## src/rtl/horizontal_forward.sv

```systemverilog
// horizontal_forward: one-direction X-hop stage arbitrating local and neighbour traffic onto next/turn outputs
module horizontal_forward #(
    parameter int PACKET_WIDTH = 30,
    parameter int DX_MSB = 29,
    parameter int DX_LSB = 21,
    parameter bit DIRECTION = 1'b0
) (
    input  logic                    clk,
    input  logic                    rst,
    input  logic [PACKET_WIDTH-1:0] local_din,
    input  logic                    local_empty,
    output logic                    local_ren,
    input  logic [PACKET_WIDTH-1:0] nbr_din,
    input  logic                    nbr_empty,
    output logic                    nbr_ren,
    output logic [PACKET_WIDTH-1:0] next_dout,
    output logic                    next_wen,
    input  logic                    next_full,
    output logic [DX_LSB-1:0]       turn_dout,
    output logic                    turn_wen,
    input  logic                    turn_full,
    output logic                    err_dir
);
    localparam int DXW = DX_MSB - DX_LSB + 1;
    logic           rr;
    logic [DXW-1:0] local_dx, nbr_dx, sel_dx, hop_dx;
    logic           local_zero, nbr_zero, local_bad, nbr_bad, local_next, nbr_next;
    logic           next_blocked, turn_blocked, local_ok, nbr_ok;
    logic           serve_local, serve_nbr, serve, sel_bad, sel_next, sel_turn;
    logic [PACKET_WIDTH-1:0] sel_pkt;
    // classify both heads, decide eligibility and pick at most one source
    always_comb begin
        local_dx     = local_din[DX_MSB:DX_LSB];
        nbr_dx       = nbr_din[DX_MSB:DX_LSB];
        local_zero   = local_dx == '0;
        nbr_zero     = nbr_dx == '0;
        local_bad    = !local_zero && (local_dx[DXW-1] != DIRECTION);
        nbr_bad      = !nbr_zero && (nbr_dx[DXW-1] != DIRECTION);
        local_next   = !local_zero && !local_bad;
        nbr_next     = !nbr_zero && !nbr_bad;
        next_blocked = next_full || next_wen;
        turn_blocked = turn_full || turn_wen;
        local_ok     = !local_empty && (local_bad || (local_next ? !next_blocked : !turn_blocked));
        nbr_ok       = !nbr_empty && (nbr_bad || (nbr_next ? !next_blocked : !turn_blocked));
        serve_nbr    = nbr_ok && (!local_ok || rr);
        serve_local  = local_ok && !serve_nbr;
        serve        = serve_local || serve_nbr;
        local_ren    = serve_local && !rst;
        nbr_ren      = serve_nbr && !rst;
        sel_pkt      = serve_nbr ? nbr_din : local_din;
        sel_dx       = serve_nbr ? nbr_dx : local_dx;
        sel_bad      = serve_nbr ? nbr_bad : local_bad;
        sel_next     = serve_nbr ? nbr_next : local_next;
        sel_turn     = serve && !sel_bad && !sel_next;
        hop_dx       = DIRECTION ? sel_dx + DXW'(1) : sel_dx - DXW'(1);
    end
    // register the served packet into its output, track errors and the round-robin pointer
    always_ff @(posedge clk or posedge rst) begin
        if (rst) begin
            next_wen  <= 1'b0;
            turn_wen  <= 1'b0;
            err_dir   <= 1'b0;
            rr        <= 1'b0;
            next_dout <= '0;
            turn_dout <= '0;
        end else begin
            next_wen <= serve && sel_next;
            turn_wen <= sel_turn;
            err_dir  <= err_dir || (serve && sel_bad);
            if (serve && sel_next) next_dout <= {hop_dx, sel_pkt[DX_LSB-1:0]};
            if (sel_turn) turn_dout <= sel_pkt[DX_LSB-1:0];
            if (serve) rr <= serve_local;
        end
    end
endmodule

```

## config.mk

```make
export PLATFORM = sky130hd
export DESIGN_NAME = horizontal_forward
export DESIGN_NICKNAME = d
export VERILOG_FILES = /design/src/rtl/horizontal_forward.sv
export SDC_FILE = /design/constraint.sdc
export NUM_CORES = 1
export LEC_CHECK = 0
export ABC_CLOCK_PERIOD_IN_PS = 3100
export BUFFER_PORTS_ARGS = -buffer_cell sky130_fd_sc_hd__buf_2
export CAP_MARGIN = 15
export CORE_MARGIN = 1.5
export CORE_UTILIZATION = 45
export CTS_BUF_LIST = sky130_fd_sc_hd__clkbuf_4
export DETAILED_ROUTE_END_ITERATION = 10
export GPL_ROUTABILITY_DRIVEN = 0
export HOLD_SLACK_MARGIN = 0.06
export PLACE_DENSITY = 0.84
export SLEW_MARGIN = 20
export SYNTH_ARGS = -nofsm -noshare
export SYNTH_HDL_FRONTEND = slang
export SYNTH_SLANG_ARGS = --single-unit
```

## constraint.sdc

```tcl
create_clock -name clk -period 3.1 [get_ports clk]
set_clock_uncertainty 0.1 [all_clocks]
set_input_delay 0.62 -clock clk [delete_from_list [all_inputs] [get_ports clk]]
set_output_delay 0.62 -clock clk [all_outputs]
set_load 0.02 [all_outputs]
```

==> run summary <==
Part of the power in combinational logic - 36.5%
Switching part of the total - 37.4%
XOR/XNOR share of the synthesized area - 2.41%
Maximum VDD drop - 0.288 mV
Iteration-0 DRC count of the detailed router - 72
Kind of end point of the critical path - flip-flop
Total GRT Usage - 21.0%
Avg Cell Area, Syn - 11.4 sq um
Worst hold slack - 0.330 ns
CP delay by family, top - simple AND/OR/NAND/NOR gates
WP data required - 3.30 ns
NetSw - 0.758 mW
Detail Route Antenna Nets - 0
Vias in the first global route - 2591
Via-per-instance ratio - 5.03
Mapped cell area - 2900 sq um
Slowest cell on crit path - or4_4
Flop pwr share - 45.7%
ANT cells - 0
Synth cell types - 34
Storage cell area - 1380 sq um
Final period utilization - 99.4%
Via count - 2447
Final Hold Viols - 0
Multiplexer area fraction after synthesis - 30.5%
I/O pin count - 122
Worst slew pin tran - 0.686 ns
Initial antenna violation count - 0
Final #Nets - 475
Core area - 6280 sq um
Detail Placement HPWL - 5420 um
Die X - 83.3 um
Chip height - 83.3 um
Max Fclk - 324 MHz
Mapped Nets - 322
Critical Path Start Type - input pin
Gr ovfl total - 0
RSZ-0062 raised after global routing - true
Final core occ - 62.8%
Slew margin rel. - 54.3%
Crit path DAT - 3.28 ns
Clock group share of total power - 17.8%
CP cell instances - buf_6 > or4_4 > nor4_4 > mux2_4 > nor2_4 > mux2i_1 > ha_2 > inv_2 > or3_1 > xor2_1 > mux2i_1 > mux2_4
Main combinational cell family by area after synthesis - multiplexers
Fill cells - 509
Number of synthesis warnings - 0
Port bufs - 121
CP bufs+invs - 2
Total wire length - 7110 um
Pwr dens - 514 nW/um^2
CTS Buffer Depth - 2
Largest stage delay, worst path - 0.54 ns
CTS tree - done
Slew Viols, Final - 0
Per-cell routed wire length - 14.6 um
Setup TNS - 0 ns
Worst skew pair latency - 0.38 ns
Final setup violation count - 0
Compound-cell area share of the yosys netlist - 4.22%
Initial core utilization - 46.2%
Clock Sinks - 55
# DRC - 0
Largest net degree at the start of global routing - 56
Footprint of the multi-input gates - 1320 sq um
Post-synthesis sequential area ratio - 47.4%
Mapped Cells - 255
Clock transition at path regs - 0.19 ns
Register bit total from synthesis - 55
Crit path max fanout - 3
Layout cells sized above 1 - 45.5%
CTS buffer count - 5
CP Class - in -> reg
Htree depth - 2
Tmin final - 3.08 ns
# rows - 29
Status - complete, no violations
Die footprint - 6940 sq um
Root Driver - clkbuf_4
Max-Cap Viols - 0
Area Growth Syn to Fin - 35.9%
Pint - 1.27 mW
Simple-Gate Fraction of Synth Area - 6.98%
Adder-cell area share of the yosys netlist - 0.431%
Worst Hold Class - in -> async
TritonRoute pass-1 iters - 4
Leakage power total - 2.21 nW
Global-route wire length before repair - 11700 um
==> power groups by stage <==
| stage | Clock [mW] | Combinational (mW) | Sequential, mW |
|---|---|---|---|
| 6_report | 0.360 | 0.739 | 0.927 |
| 5_1_grt | 0.409 | 0.795 | 0.945 |
| 4_1_cts | 0.374 | 0.744 | 0.927 |
| 3_5_place_dp | 0 | 0.742 | 0.939 |
| 3_3_place_gp | 0 | 0.720 | 0.936 |
| 2_1_floorplan | 0 | 0.286 | 1.10 |
==> path summary, 6_finish.rpt <==
kind	from	endpoint	slack [ns]	cells after the start
worst max-delay path	local_din[23]	next_dout[25]	0.02	12
worst min-delay path	rst	next_dout[6]	0.33	3
worst max register to register	turn_wen	next_dout[25]	0.26	11
worst min register to register	err_dir	err_dir	0.42	1
max in group asynchronous	rst	next_dout[19]	2.11	3
min in group clk	local_din[9]	turn_dout[9]	0.41	3
==> registers in the layout, summed over array words and instances, names as in the netlist <==
register and flops:
rr 1, next_wen 1, turn_dout 21, err_dir 1, next_dout 30, turn_wen 1
==> cell families after synthesis <==
| family | Yosys count |
|---|---|
| compound gates | 16 |
| simple gates | 36 |
| fa+ha+maj | 1 |
| mux | 84 |
| buf+inv | 55 |
| xor+xnor | 8 |
| flops | 55 |
==> cells in the mapped netlist <==
library cell / n / area, sq um
o211a_1: 1 / 10.0
nand3_1: 1 / 5.00
inv_1: 46 / 173
nand2b_1: 1 / 6.26
or3_1: 2 / 12.5
xnor2_1: 5 / 43.8
nand2_1: 5 / 18.8
o21bai_1: 2 / 15.0
mux2i_1: 73 / 731
dfrtp_1: 55 / 1380
or4_4: 1 / 11.3
o31a_1: 1 / 8.76
o21a_1: 2 / 15.0
buf_6: 1 / 11.3
buf_4: 4 / 30.0
nor3_1: 3 / 15.0
nor4_1: 7 / 43.8
or2_2: 2 / 12.5
a221o_1: 1 / 10.0
a22o_1: 1 / 8.76
nor2_1: 10 / 37.5
and2_1: 1 / 6.26
mux2_4: 8 / 120
ha_1: 1 / 12.5
mux2_2: 3 / 33.8
a32oi_2: 1 / 16.3
a21oi_1: 3 / 15.0
nor2b_1: 2 / 12.5
o21ai_0: 2 / 10.0
o211ai_1: 1 / 7.51
nor4_4: 1 / 21.3
buf_2: 4 / 20.0
xor2_1: 3 / 26.3
o22ai_1: 1 / 6.26
==> cell type report <==
class | instances | area share [%]
flip-flops and latches | 55 | 34.9
multi-input cells | 145 | 33.4
repair buffers | 155 | 23.1
inverters | 46 | 4.38
well taps | 77 | 2.44
clock buffers | 5 | 0.952
clock inverters | 3 | 0.857
==> layer usage <==
| layer | vias up | track usage (%) | share of wire, % |
|---|---|---|---|
| met2 | 113 | 36.5 | 49 |
| met3 | 20 | 6.56 | 7.2 |
| met5 | - | 0 | 0 |
| met1 | 1152 | 24.3 | 41 |
| met4 | 0 | 7.42 | 2.5 |
| li1 | 1162 | - | - |
==> cell usage in the layout, fill, tap and decap left out, types with 5 or more instances in the layout <==
cell	count
inv_1	44
nor4_1	7
mux2_4	9
xnor2_1	5
dfrtp_1	55
nor2_1	9
buf_2	119
mux2i_1	73
clkbuf_4	5
nand2_1	5
buf_4	31
==> through the flow <==
step           instance area (sq um)  setup slack (ns)  power [mW]  std cells
3_3_place_gp                    3840            -0.466        1.66        477
6_report                        3940            0.0171        2.03        486
3_5_place_dp                    3840            -0.578        1.68        477
2_1_floorplan                   2920            -0.735        1.39        255
5_1_grt                         3940           -0.0876        2.15        486
4_1_cts                         3910           0.00960        2.05        485
==> worst register-to-register path: stages, from the launching register on <==
cell	delay (ns)
dfrtp_1	0.43
nor2_1	0.27
o21bai_1	0.14
mux2_2	0.32
nor2_4	0.15
mux2i_1	0.26
ha_2	0.23
inv_2	0.04
or3_1	0.32
xor2_1	0.14
mux2i_1	0.08
mux2_4	0.27
==> what timing repair did <==
item	4_1_cts	5_1_grt
gates resized for setup	0	7
hold buffers	0	0
hold endpoints to repair	0	0
pin swaps	1	1
setup buffers	0	1
setup endpoints to repair	13	5
No activity file was read; power rests on OpenSTA's default activity.
